===== src/rtl/mips_multi_cycle.sv =====
// mips_multi_cycle: parametrised multi-cycle 16-bit-ISA core (FETCH/DECODE/EXEC/MEM/WB)
// Ports:
//   clk, rst           clock (rising edge), synchronous active-high reset
//   o_imem_addr        instruction address (= pc); i_imem_rdata valid combinationally in FETCH
//   o_dmem_req/we/addr/wdata, i_dmem_rdata, i_dmem_ack   data memory req/ack handshake
//   i_dbg_sel, o_dbg_data   combinational register debug read
//   o_pc_out, o_alu_out     current pc, registered result of last EXEC
//   o_retire, o_halted      completion pulse (final cycle of each instruction), HALT state flag
module mips_multi_cycle #(
    parameter int DW   = 8,
    parameter int NREG = 4,
    parameter int PW   = 8,
    parameter int AW   = 3
) (
    input  logic          clk,
    input  logic          rst,
    output logic [PW-1:0] o_imem_addr,
    input  logic [15:0]   i_imem_rdata,
    output logic          o_dmem_req,
    output logic          o_dmem_we,
    output logic [AW-1:0] o_dmem_addr,
    output logic [DW-1:0] o_dmem_wdata,
    input  logic [DW-1:0] i_dmem_rdata,
    input  logic          i_dmem_ack,
    input  logic [3:0]    i_dbg_sel,
    output logic [DW-1:0] o_dbg_data,
    output logic [PW-1:0] o_pc_out,
    output logic [DW-1:0] o_alu_out,
    output logic          o_retire,
    output logic          o_halted
);
    localparam int RW = $clog2(NREG);

    typedef enum logic [2:0] {S_FETCH, S_DECODE, S_EXEC, S_MEM, S_WB, S_HALT} state_t;

    state_t        r_state, w_next;
    logic [PW-1:0] r_pc, w_pc_next;
    logic [15:0]   r_ir;
    logic [DW-1:0] r_a, r_b, r_d, r_alu, r_ld, w_alu, w_simm;
    logic [DW-1:0] r_regs [NREG];
    logic [3:0]    w_op;
    logic [RW-1:0] w_rd, w_rs, w_rt;
    logic          w_mem, w_no_wb, w_halt, w_unused;

    assign w_op    = r_ir[15:12];
    assign w_rd    = r_ir[8 +: RW];
    assign w_rs    = r_ir[4 +: RW];
    assign w_rt    = r_ir[0 +: RW];
    assign w_simm  = DW'($signed(r_ir[3:0]));
    assign w_mem   = (w_op == 4'h3) || (w_op == 4'h4);
    // JMP, BEQ and B..E finish in EXEC without a register write
    assign w_no_wb = (w_op == 4'h5) || (w_op == 4'h9) || (w_op >= 4'hB && w_op <= 4'hE);
    assign w_halt  = (w_op == 4'hF);
    assign w_unused = ^i_dbg_sel;

    assign w_pc_next = (w_op == 4'h5) ? PW'(r_ir[11:0]) :
                       (w_op == 4'h9 && r_d == r_a) ? r_pc + PW'(1) + PW'($signed(r_ir[3:0])) :
                       r_pc + PW'(1);

    always_comb begin
        w_alu = r_a + r_b;
        case (w_op)
            4'h1:             w_alu = r_a - r_b;
            4'h2, 4'h3, 4'h4: w_alu = r_a + w_simm;
            4'h6:             w_alu = r_a ^ r_b;
            4'h7:             w_alu = r_a | r_b;
            4'h8:             w_alu = r_a & r_b;
            4'hA:             w_alu = DW'($signed(r_a) < $signed(r_b));
            default:          w_alu = r_a + r_b;
        endcase
    end

    // FSM: state register
    always_ff @(posedge clk) begin
        if (rst) r_state <= S_FETCH;
        else     r_state <= w_next;
    end

    // FSM: next state
    always_comb begin
        w_next = r_state;
        case (r_state)
            S_FETCH:  w_next = S_DECODE;
            S_DECODE: w_next = S_EXEC;
            S_EXEC:   w_next = w_halt ? S_HALT : w_mem ? S_MEM : w_no_wb ? S_FETCH : S_WB;
            S_MEM:    w_next = !i_dmem_ack ? S_MEM : (w_op == 4'h3) ? S_WB : S_FETCH;
            S_WB:     w_next = S_FETCH;
            default:  w_next = S_HALT;
        endcase
    end

    // FSM: outputs; address/data come from registers so they hold steady through the wait
    always_comb begin
        o_dmem_req   = (r_state == S_MEM);
        o_dmem_we    = o_dmem_req && (w_op == 4'h4);
        o_dmem_addr  = r_alu[AW-1:0];
        o_dmem_wdata = r_d;
        o_halted     = (r_state == S_HALT);
        o_retire     = (r_state == S_WB) ||
                       (r_state == S_EXEC && w_no_wb) ||
                       (r_state == S_MEM && i_dmem_ack && w_op == 4'h4);
    end

    always_ff @(posedge clk) begin
        if (rst) begin
            r_pc  <= '0;
            r_ir  <= '0;
            r_a   <= '0;
            r_b   <= '0;
            r_d   <= '0;
            r_alu <= '0;
            r_ld  <= '0;
            for (int i = 0; i < NREG; i++) r_regs[i] <= DW'(i);
        end else begin
            case (r_state)
                S_FETCH: r_ir <= i_imem_rdata;
                S_DECODE: begin
                    r_a <= r_regs[w_rs];
                    r_b <= r_regs[w_rt];
                    r_d <= r_regs[w_rd];
                end
                S_EXEC: begin
                    r_alu <= w_alu;
                    if (w_no_wb) r_pc <= w_pc_next;
                end
                S_MEM: begin
                    if (i_dmem_ack) r_ld <= i_dmem_rdata;
                    if (i_dmem_ack && w_op == 4'h4) r_pc <= r_pc + PW'(1);
                end
                S_WB: begin
                    r_regs[w_rd] <= (w_op == 4'h3) ? r_ld : r_alu;
                    r_pc         <= r_pc + PW'(1);
                end
                default: ;
            endcase
        end
    end

    assign o_imem_addr = r_pc;
    assign o_pc_out    = r_pc;
    assign o_alu_out   = r_alu;
    assign o_dbg_data  = r_regs[i_dbg_sel[RW-1:0]];
endmodule

===== config.mk =====
export PLATFORM = sky130hd
export DESIGN_NAME = mips_multi_cycle
export DESIGN_NICKNAME = d
export VERILOG_FILES = /design/src/rtl/mips_multi_cycle.sv
export SDC_FILE = /design/constraint.sdc
export NUM_CORES = 1
export LEC_CHECK = 0
export ABC_AREA = 1
export BUFFER_PORTS_ARGS = -buffer_cell sky130_fd_sc_hd__buf_4
export CELL_PAD_IN_SITES_DETAIL_PLACEMENT = 0
export CELL_PAD_IN_SITES_GLOBAL_PLACEMENT = 1
export CORE_ASPECT_RATIO = 0.8
export CORE_MARGIN = 2
export CORE_UTILIZATION = 40
export DETAILED_ROUTE_END_ITERATION = 12
export PLACE_DENSITY = 0.77
export SLEW_MARGIN = 10
export SYNTH_ARGS = -nofsm -noshare
export SYNTH_HDL_FRONTEND = slang
export SYNTH_SLANG_ARGS = --single-unit

===== constraint.sdc =====
create_clock -name clk -period 2.9 [get_ports clk]
set_clock_uncertainty 0.15 [all_clocks]
set_input_delay 0.29 -clock clk [delete_from_list [all_inputs] [get_ports clk]]
set_output_delay 0.29 -clock clk [all_outputs]
set_load 0.01 [all_outputs]

==> results of run 1 <==
-- layer usage --
| metal | routed length, um | GRT usage | vias up |
|---|---|---|---|
| met3 | 1790 | 0.06105 | 11 |
| met5 | 0 | 0 | - |
| met2 | 8782 | 0.3403 | 227 |
| met4 | 190 | 0.04907 | 0 |
| met1 | 11990 | 0.4078 | 3063 |
| li1 | - | - | 3504 |
-- synthesized netlist by cell type, drive strengths merged, types with 4 or more instances --
library cell,number
buf,18
a22oi,4
dfxtp,65
edfxtp,32
o22ai,5
ha,41
nor3,14
inv,161
nand4,12
a21oi,117
or2,7
o211ai,17
nand2,177
nand3,50
o21ai,131
nor2,109
a31oi,5
xnor2,4
clkbuf,26
-- tightest hold or removal path, delay by kind of cell --
kind	cells	cell delay, ns
buf+inv	1	0.08
simple gates	2	0.12
-- logic make-up after synthesis --
kind of cell / after synthesis / synth area share
xor+xnor: 7 / 0.008861
flops: 97 / 0.3269
compound gates: 289 / 0.2237
simple gates: 372 / 0.2376
buf+inv: 206 / 0.1201
fa+ha+maj: 44 / 0.08282
-- how the worst max path moves through the flow --
stage                              start              to  slack, ns  cells after the start
after CTS                       r_ir[14]    o_alu_out[4]       0.17                     14
final                     o_imem_addr[0]  o_imem_addr[6]       0.29                     14
after floorplan                 r_ir[14]    o_alu_out[6]       0.29                     18
after detailed placement        r_ir[14]    o_alu_out[4]       0.18                     14
after global placement          r_ir[14]    o_alu_out[4]       0.23                     14
after global routing            r_ir[15]    o_alu_out[6]       0.04                     17
-- cell type report --
type	instances	area [um^2]	share of cell area
tap	220	275.3	0.03408
timing repair buffer	102	783.3	0.09696
inverter	162	608.1	0.07528
clock buffer	9	225.2	0.02788
multi-input combinational	712	3834	0.4746
sequential	97	2263	0.2802
clock inverter	7	88.84	0.01100
-- power breakdown --
| group | total [uW] | internal [uW] | leakage [uW] | switching, uW |
|---|---|---|---|---|
| Combinational | 2780 | 973 | 0.00279 | 1800 |
| Sequential | 1890 | 1610 | 0.000850 | 281 |
| Clock | 1300 | 695 | 0.000152 | 608 |
| Total | 5970 | 3280 | 0.00379 | 2690 |
-- per-stage QoR --
stage / power, uW / std cells
4_1_cts: 5943 / 1309
3_5_place_dp: 4642 / 1286
2_1_floorplan: 3701 / 1015
5_1_grt: 6425 / 1309
6_report: 5967 / 1309
3_3_place_gp: 4629 / 1286
-- what timing repair did --
| item | 4_1_cts | 5_1_grt |
|---|---|---|
| resized for setup | 0 | 3 |
| endpoints found under the setup margin | 0 | 3 |
| hold buffers | 7 | 0 |
| hold endpoints to repair | 7 | 0 |
-- registers in the layout, indices dropped and copies added, names as in the netlist --
signal / cells
o_alu_out: 8
o_dmem_wdata: 8
o_imem_addr: 8
r_a: 8
r_b: 8
r_ir: 14
r_ld: 8
r_regs: 32
r_state: 3
==> flow_metrics.py, run 1 <==
metrics = {
    "cts": {
        "post_cts_buffers": 0,
        "cts_buffer_depth": 2,
        "cts-root-buf": "clkbuf_16",
        "cts_buffers": 9,
        "path_clk_slew_ns": 0.07,
        "htreeDepth": 3,
        "cts.sinks": 97,
        "worstSkewPairLatency_ns": 0.37,
        "tritoncts": "done",
    },
    "outcome": {
        "outcome": "finished clean",
    },
    "sta": {
        "holdWs_ns": 0.005560,
        "maxClockFrequency_mhz": 382.5,
        "min_period_ns": 2.614,
        "rsz0062_at_grt": "no",
        "hold_viol": 0,
        "setup_ws_ns": 0.2859,
        "drv_slew": 0,
        "slew_headroom": 0.4688,
        "setup_tns_ns": 0,
        "worstMarginPinSlew_ns": 0.7960,
        "setup_viol": 0,
        "fin_crit_sh": 0.9014,
    },
    "cells_and_area": {
        "n_fill_cell": 1729,
        "layout_common_cells": "172 x nand2_1, 140 x inv_1, 130 x o21ai_0",
        "layout_commonest_cell": "nand2_1",
        "diodes": 0,
        "fin_util": 0.4819,
        "syn2layout_area_growth_pct": 16.75,
        "fin_area_um2": 8078,
        "nets": 1159,
        "drive_above_1_share": 0.1524,
    },
    "setup_path": {
        "cpPeakStageDelay_ns": 0.44,
        "r2r-end": "o_imem_addr[6]",
        "crit_top_cell": "nand2_1",
        "cp.buffers_inverters": 2,
        "reg2reg_slack_ns": 0.29,
        "path_max_fanout": 6,
        "worst-setup-path-type": "flip-flop to flip-flop",
        "worstPathRequired_ns": 3.04,
        "crit_path_end_kind": "flip-flop",
        "crit_chain": "inv_1, nor2_2, xnor2_1, inv_1, ha_1, a21oi_1, or2_2, nand3_1, nand2_1, nand3_1, nand2_1, nand2_1, nand2_1, a21oi_1",
        "crit_slowest_cell": "dfxtp_1",
        "ff2ff_path_depth": 14,
        "arrival_ns": 2.76,
        "crit_family": "simple AND/OR/NAND/NOR gates",
        "r2r-start": "o_imem_addr[0]",
        "startpoint_type": "flip-flop",
    },
    "worst_hold_path": {
        "holdCritPathClass": "primary input to flip-flop",
        "holdPathEnd": "r_ld[4]",
        "worstHoldStart": "i_dmem_rdata[4]",
        "worstHoldPathCells": 3,
    },
    "synth": {
        "ys_warn_count": 0,
        "synth_top_cell_area_share": 0.1881,
        "ys_types": 41,
        "ys_seq_elements": 97,
        "synth_fp_nets": 1090,
        "yosysTopAreaCell": "dfxtp_1",
        "ys_seq_area_frac": 0.3269,
        "mappedNetlistArea_um2": 6919,
        "synth_top_flop_cell": "dfxtp_1",
        "async_flop_share": 0,
        "synth-edff-count": 32,
        "yosys-top-cells-area": "dfxtp_1 19%, edfxtp_1 14%, o21ai_0 9.4%, nand2_1 9.4%, a21oi_1 8.4%",
        "synthCells": 1015,
        "synth.avg_cell_area_um2": 6.817,
    },
    "die": {
        "core_area_um2": 16760,
        "fp-row-count": 42,
        "start_util": 0.4127,
        "pin_count": 78,
        "die_x_um": 151.0,
        "dieArea_um2": 18370,
        "die_h_um": 121.6,
    },
    "routing": {
        "wl_per_cell_um": 17.38,
        "drc": 0,
        "vias": 6805,
        "wirelength_mm": 22.75,
        "drt_iter0_drc": 596,
        "ant_nets": 0,
        "first_pass_iters": 5,
        "viasPerCell": 5.199,
    },
    "global_routing": {
        "grt_pass1_vias": 6036,
        "grt_max_degree": 29,
        "gr-total-overflow": 0,
        "antenna_found_initial": 0,
        "track_usage": 0.2545,
        "grt_first_pass_wirelength_mm": 35.18,
    },
    "power": {
        "ir_drop_v": 0.0002897,
        "p_per_area_nw_per_um2": 738.7,
        "leakage_uw": 0.003793,
    },
    "job": {
        "maxCapViolCount": 0,
    },
    "placement": {
        "placed_area_um2": 7685,
        "dpl.hpwl_mm": 17.87,
        "place_congestion": 0.8874,
        "port_buffers": 73,
        "pre_cts_ws_ns": 0.1750,
    },
}
No activity file was read; power rests on OpenSTA's default activity.
==> inputs of run 2 (changes only) <==
Settings changed: RECOVER_POWER set to 25.
==> run 2 against run 1 <==
Core utilization decreased by 0.83 points. Via count about the same. Largest cell class unchanged. Final cell count unchanged. Critical path depth unchanged. Total power decreased by 1.0%. Clock power about the same.
==> flow_metrics.py, run 2 (synthesized netlist as in run 1, its figures left out) <==
metrics = {
    "sta": {
        "worstMarginPinSlew_ns": 0.9440,
        "setup_ws_ns": 0.2914,
        "slew_headroom": 0.3707,
        "drv_slew": 0,
        "min_period_ns": 2.609,
        "hold_viol": 0,
        "setup_viol": 0,
        "maxClockFrequency_mhz": 383.4,
        "setup_tns_ns": 0,
        "rsz0062_at_grt": "no",
        "fin_crit_sh": 0.8995,
    },
    "global_routing": {
        "track_usage": 0.2545,
        "grt_pass1_vias": 6036,
        "antenna_found_initial": 0,
        "grt_max_degree": 29,
        "gr-total-overflow": 0,
        "grt_first_pass_wirelength_mm": 35.18,
    },
    "cells_and_area": {
        "reg_top3": "r_regs x32, r_ir x14",
        "syn2layout_area_growth_pct": 14.74,
        "largest_register": "r_regs",
        "diodes": 0,
        "layout_common_cells": "172 x nand2_1, 140 x inv_1, 130 x o21ai_0",
        "largest_reg_flops": 32,
        "drive_above_1_share": 0.1185,
        "fin_cells": 1309,
        "layout_commonest_cell": "nand2_1",
        "fin_util": 0.4736,
        "nets": 1159,
    },
    "setup_path": {
        "r2r-start": "r_ir[15]",
        "crit_path_end_kind": "flip-flop",
        "crit_family": "simple AND/OR/NAND/NOR gates",
        "crit_cells": 14,
        "reg2reg_slack_ns": 0.29,
        "worst-setup-path-type": "flip-flop to flip-flop",
        "r2r-end": "o_alu_out[4]",
        "startpoint_type": "flip-flop",
        "cp.buffers_inverters": 0,
        "cpPeakStageDelay_ns": 0.44,
        "path_max_fanout": 8,
        "arrival_ns": 2.70,
        "crit_chain": "nor2_1, nand2_1, nand2_4, nand2_1, o21ai_0, ha_1, fa_1, nand3_1, nand2_1, or2_2, nand3_1, o211ai_1, nand2_1, a21oi_1",
        "crit_top_cell": "nand2_1",
        "ff2ff_path_depth": 14,
        "worstPathRequired_ns": 3.00,
        "crit_slowest_cell": "dfxtp_1",
    },
    "placement": {
        "port_buffers": 73,
        "pre_cts_ws_ns": 0.1750,
        "dp_cells": 1286,
        "place_congestion": 0.8874,
        "dpl.hpwl_mm": 17.87,
    },
    "die": {
        "pin_count": 78,
        "fp-row-count": 42,
        "core_area_um2": 16760,
        "die_x_um": 151.0,
        "die_h_um": 121.6,
        "start_util": 0.4127,
        "dieArea_um2": 18370,
    },
    "cts": {
        "cts-root-buf": "clkbuf_16",
        "tritoncts": "done",
        "cts_buffer_depth": 2,
        "cts.sinks": 97,
        "cts_buffers": 9,
        "path_clk_slew_ns": 0.09,
        "worstSkewPairLatency_ns": 0.37,
        "htreeDepth": 3,
    },
    "worst_hold_path": {
        "holdCritPathClass": "primary input to flip-flop",
        "worstHoldPathCells": 3,
        "worstHoldStart": "i_dmem_rdata[4]",
        "holdPathEnd": "r_ld[4]",
    },
    "routing": {
        "highest_layer": "met4",
        "drc": 0,
        "viasPerCell": 5.202,
        "met2_length_mm": 8.810,
        "wirelength_mm": 22.77,
        "first_pass_iters": 5,
        "drt_iter0_drc": 636,
        "ant_nets": 0,
        "wl_per_cell_um": 17.40,
        "wirelength_met1_mm": 12.11,
        "met3_length_mm": 1.644,
        "vias": 6810,
    },
    "outcome": {
        "outcome": "finished clean",
    },
    "power": {
        "leakage_uw": 0.003639,
        "finalPower_uw": 5908,
        "p_per_area_nw_per_um2": 744.1,
        "ir_drop_v": 0.0002905,
    },
    "job": {
        "maxCapViolCount": 0,
    },
}
-- run 2: cell types whose count changed in the layout (fill, tap and decap cells not counted) --
cell and delta:
buf_4 -37, clkbuf_1 +37
-- run 2: metrics by stage --
step / hold slack, ns / area (um^2)
floorplan: 0.2745 / 6919
global placement: 0.2859 / 7685
detailed placement: 0.2928 / 7685
CTS: 0.0008468 / 8069
global route: 0.01068 / 7939
finish: 0.005888 / 7939
-- run 2: worst max path at each step --
| stage | startpoint | endpoint | slack (ns) |
|---|---|---|---|
| after floorplan | r_ir[14] | o_alu_out[6] | 0.29 |
| after global placement | r_ir[14] | o_alu_out[4] | 0.23 |
| after detailed placement | r_ir[14] | o_alu_out[4] | 0.18 |
| after CTS | r_ir[14] | o_alu_out[4] | 0.17 |
| after global routing | r_ir[15] | o_alu_out[6] | 0.04 |
| final | r_ir[15] | o_alu_out[4] | 0.29 |
-- run 2: what timing repair did --
| item | in CTS | in global routing |
|---|---|---|
| hold buffers | 7 | 0 |
| endpoints found under the setup margin | 0 | 3 |
| resized for setup | 0 | 3 |
| endpoints found under the hold margin | 7 | 0 |
| setup buffers | 0 | 0 |
-- run 2: report_power, final --
part | switching (uW) | internal (uW) | leakage (uW)
logic | 1800 | 912 | 0.00264
clock network | 611 | 695 | 0.000152
registers | 279 | 1610 | 0.000850
total | 2690 | 3220 | 0.00364
-- run 2: worst reg2reg max path, delay by kind of cell (launching register included) --
| family | cells | cell delay (ns) |
|---|---|---|
| adder cells (fa/ha/maj) | 2 | 0.66 |
| AND/OR/NAND/NOR | 9 | 0.98 |
| AO/OA/AOI/OAI | 3 | 0.27 |
| flip-flops | 1 | 0.44 |
-- run 2: area by class of cell --
cell class	count	area, um^2
repair buffers	102	644.4
clock inverters	7	88.84
well taps	220	275.3
fillers	1757	8825
flip-flops and latches	97	2263
multi-input cells	712	3834
clock buffers	9	225.2
inverters	162	608.1
-- run 2: per-layer routing --
layer,track usage,up-vias
met5,0,-
met4,0.04907,0
met3,0.06105,13
met2,0.3403,225
met1,0.4078,3072
li1,-,3500
==> inputs of run 3 (changes only) <==
Settings changed: CELL_PAD_IN_SITES_DETAIL_PLACEMENT 0 to 1, CELL_PAD_IN_SITES_GLOBAL_PLACEMENT 1 to 2, CORE_UTILIZATION 40 to 33, PLACE_DENSITY 0.77 to 0.8, SETUP_SLACK_MARGIN set to 0.1.
==> run 3 against run 2 <==
Clock power down 3%. Combinational power grew 3%. Sequential share of layout area decreased by 0.41 points. Via count is 1.4% higher. Core utilization shrank 8.3 points. Non-clock buffer count grew 4. Final cell count rose by 4.0%. Clock-buffer cell count unchanged. Maximum frequency decreased by 1.3%.
==> flow_metrics.py, run 3 (synthesized netlist as in run 1, its figures left out) <==
metrics = {
    "outcome": {
        "outcome": "finished clean",
    },
    "worst_hold_path": {
        "worstHoldStart": "i_dmem_rdata[2]",
        "worstHoldPathCells": 3,
        "holdCritPathClass": "primary input to flip-flop",
    },
    "setup_path": {
        "arrival_ns": 2.73,
        "worstPathRequired_ns": 2.99,
        "crit_slowest_cell": "clkbuf_1",
        "worstSetupStartpoint": "r_ir[0]",
        "crit_family": "buffers and inverters",
        "startpoint_type": "flip-flop",
        "cpPeakStageDelay_ns": 0.72,
        "crit_path_end_kind": "flip-flop",
        "path_max_fanout": 22,
        "r2r-start": "r_ir[0]",
        "crit_chain": "clkbuf_1, ha_1, fa_1, nand3_1, nand2_1, nand2_1, nand2_1, nand3_1, nand3_1, nand2_1, nand3_1, a21oi_1",
        "worst-setup-path-type": "flip-flop to flip-flop",
        "ff2ff_path_depth": 12,
        "cp.buffers_inverters": 1,
        "crit_cells": 12,
    },
    "placement": {
        "placed_area_um2": 7761,
        "place_congestion": 0.8403,
        "dpl.hpwl_mm": 20.45,
        "port_buffers": 73,
    },
    "cells_and_area": {
        "nets": 1163,
        "largest_reg_flops": 32,
        "fin_area_um2": 8058,
        "layout_common_cells": "172 x nand2_1, 141 x inv_1, 130 x o21ai_0",
        "diodes": 0,
        "reg_top3": "r_regs x32, r_ir x14",
        "drive_above_1_share": 0.1244,
        "largest_register": "r_regs",
        "syn2layout_area_growth_pct": 16.46,
        "layout_commonest_cell": "nand2_1",
    },
    "power": {
        "ir_drop_v": 0.0002925,
        "finalPower_uw": 5971,
        "p_per_area_nw_per_um2": 741.0,
        "leakage_uw": 0.003675,
    },
    "sta": {
        "maxClockFrequency_mhz": 378.5,
        "rsz0062_at_grt": "yes",
        "fin_crit_sh": 0.9110,
        "setup_tns_ns": 0,
        "setup_viol": 0,
        "drv_slew": 0,
        "slew_headroom": 0.3637,
        "min_period_ns": 2.642,
        "hold_viol": 0,
        "worstMarginPinSlew_ns": 0.9545,
    },
    "die": {
        "fp-row-count": 47,
        "pin_count": 78,
        "die_x_um": 165.9,
        "die_h_um": 133.5,
        "start_util": 0.3352,
        "core_area_um2": 20640,
        "dieArea_um2": 22150,
    },
    "cts": {
        "cts-root-buf": "clkbuf_16",
        "cts.sinks": 97,
        "worstSkewPairLatency_ns": 0.37,
        "cts_buffer_depth": 2,
        "htreeDepth": 3,
        "path_clk_slew_ns": 0.08,
        "tritoncts": "done",
        "cts_buffers": 9,
    },
    "global_routing": {
        "grt_max_degree": 29,
        "grt-busiest-layer": "met1",
        "grt_pass1_vias": 6792,
        "gr-total-overflow": 0,
        "met2_usage": 0.3343,
        "grt_first_pass_wirelength_mm": 40.09,
        "met1_usage": 0.3660,
        "antenna_found_initial": 0,
        "track_usage": 0.2332,
        "grtUsageMet3": 0.03565,
    },
    "routing": {
        "ant_nets": 0,
        "drc": 0,
        "wirelength_mm": 25.61,
        "vias": 6904,
        "viasPerCell": 5.069,
        "first_pass_iters": 5,
        "drt_iter0_drc": 345,
        "wl_per_cell_um": 18.80,
    },
    "job": {
        "maxCapViolCount": 0,
    },
}
## run 3: cell type report
class | count | area [um^2]
clock buffers | 9 | 225.2
clock inverters | 7 | 82.58
fillers | 2675 | 12580
inverters | 162 | 608.1
multi-input cells | 712 | 3850
flip-flops and latches | 97 | 2265
well taps | 269 | 336.6
repair buffers | 106 | 690.7
## run 3: per-layer routing
| metal | wire (um) | share of wire |
|---|---|---|
| met2 | 10220 | 0.40 |
| met1 | 14070 | 0.55 |
| met4 | 312 | 0.012 |
| met5 | 0 | 0 |
| met3 | 1008 | 0.039 |
## run 3: power by group
group / internal (uW) / total, uW / leakage (uW) / switching, uW
logic: 920 / 2780 / 0.00268 / 1860
registers: 1610 / 1920 / 0.000851 / 312
clock network: 618 / 1270 / 0.000147 / 652
## run 3: repair_timing
action,CTS,global route
setup endpoints to repair,0,6
endpoints found under the hold margin,9,0
gates resized for setup,0,11
buffers inserted,0,0
hold buffers,9,0
## run 3: final timing paths
check | slack [ns] | end
max reg2reg | 0.26 | o_imem_addr[4]
min | 0.03 | r_ld[2]
max | 0.26 | o_imem_addr[4]
min reg2reg | 0.31 | r_ld[6]
## run 3: worst reg2reg max path, cell delays in order (launching register included)
cell      delay [ns]
dfxtp_1         0.34
clkbuf_1        0.72
ha_1            0.34
fa_1            0.28
nand3_1         0.12
nand2_1         0.08
nand2_1         0.04
nand2_1         0.06
nand3_1         0.08
nand3_1         0.11
nand2_1         0.05
nand3_1         0.07
a21oi_1         0.07
## run 3: stage by stage
| step | hold slack (ns) | std cells | util | setup slack (ns) |
|---|---|---|---|---|
| after global placement | 0.2947 | 1337 | 0.3760 | 0.2063 |
| after global routing | 0.06663 | 1362 | 0.3904 | 0.07362 |
| after detailed placement | 0.2934 | 1337 | 0.3760 | 0.1710 |
| final | 0.02812 | 1362 | 0.3904 | 0.2580 |
| after CTS | 0.01514 | 1362 | 0.3953 | 0.1594 |
| after floorplan | 0.2745 | 1015 | - | 0.2898 |
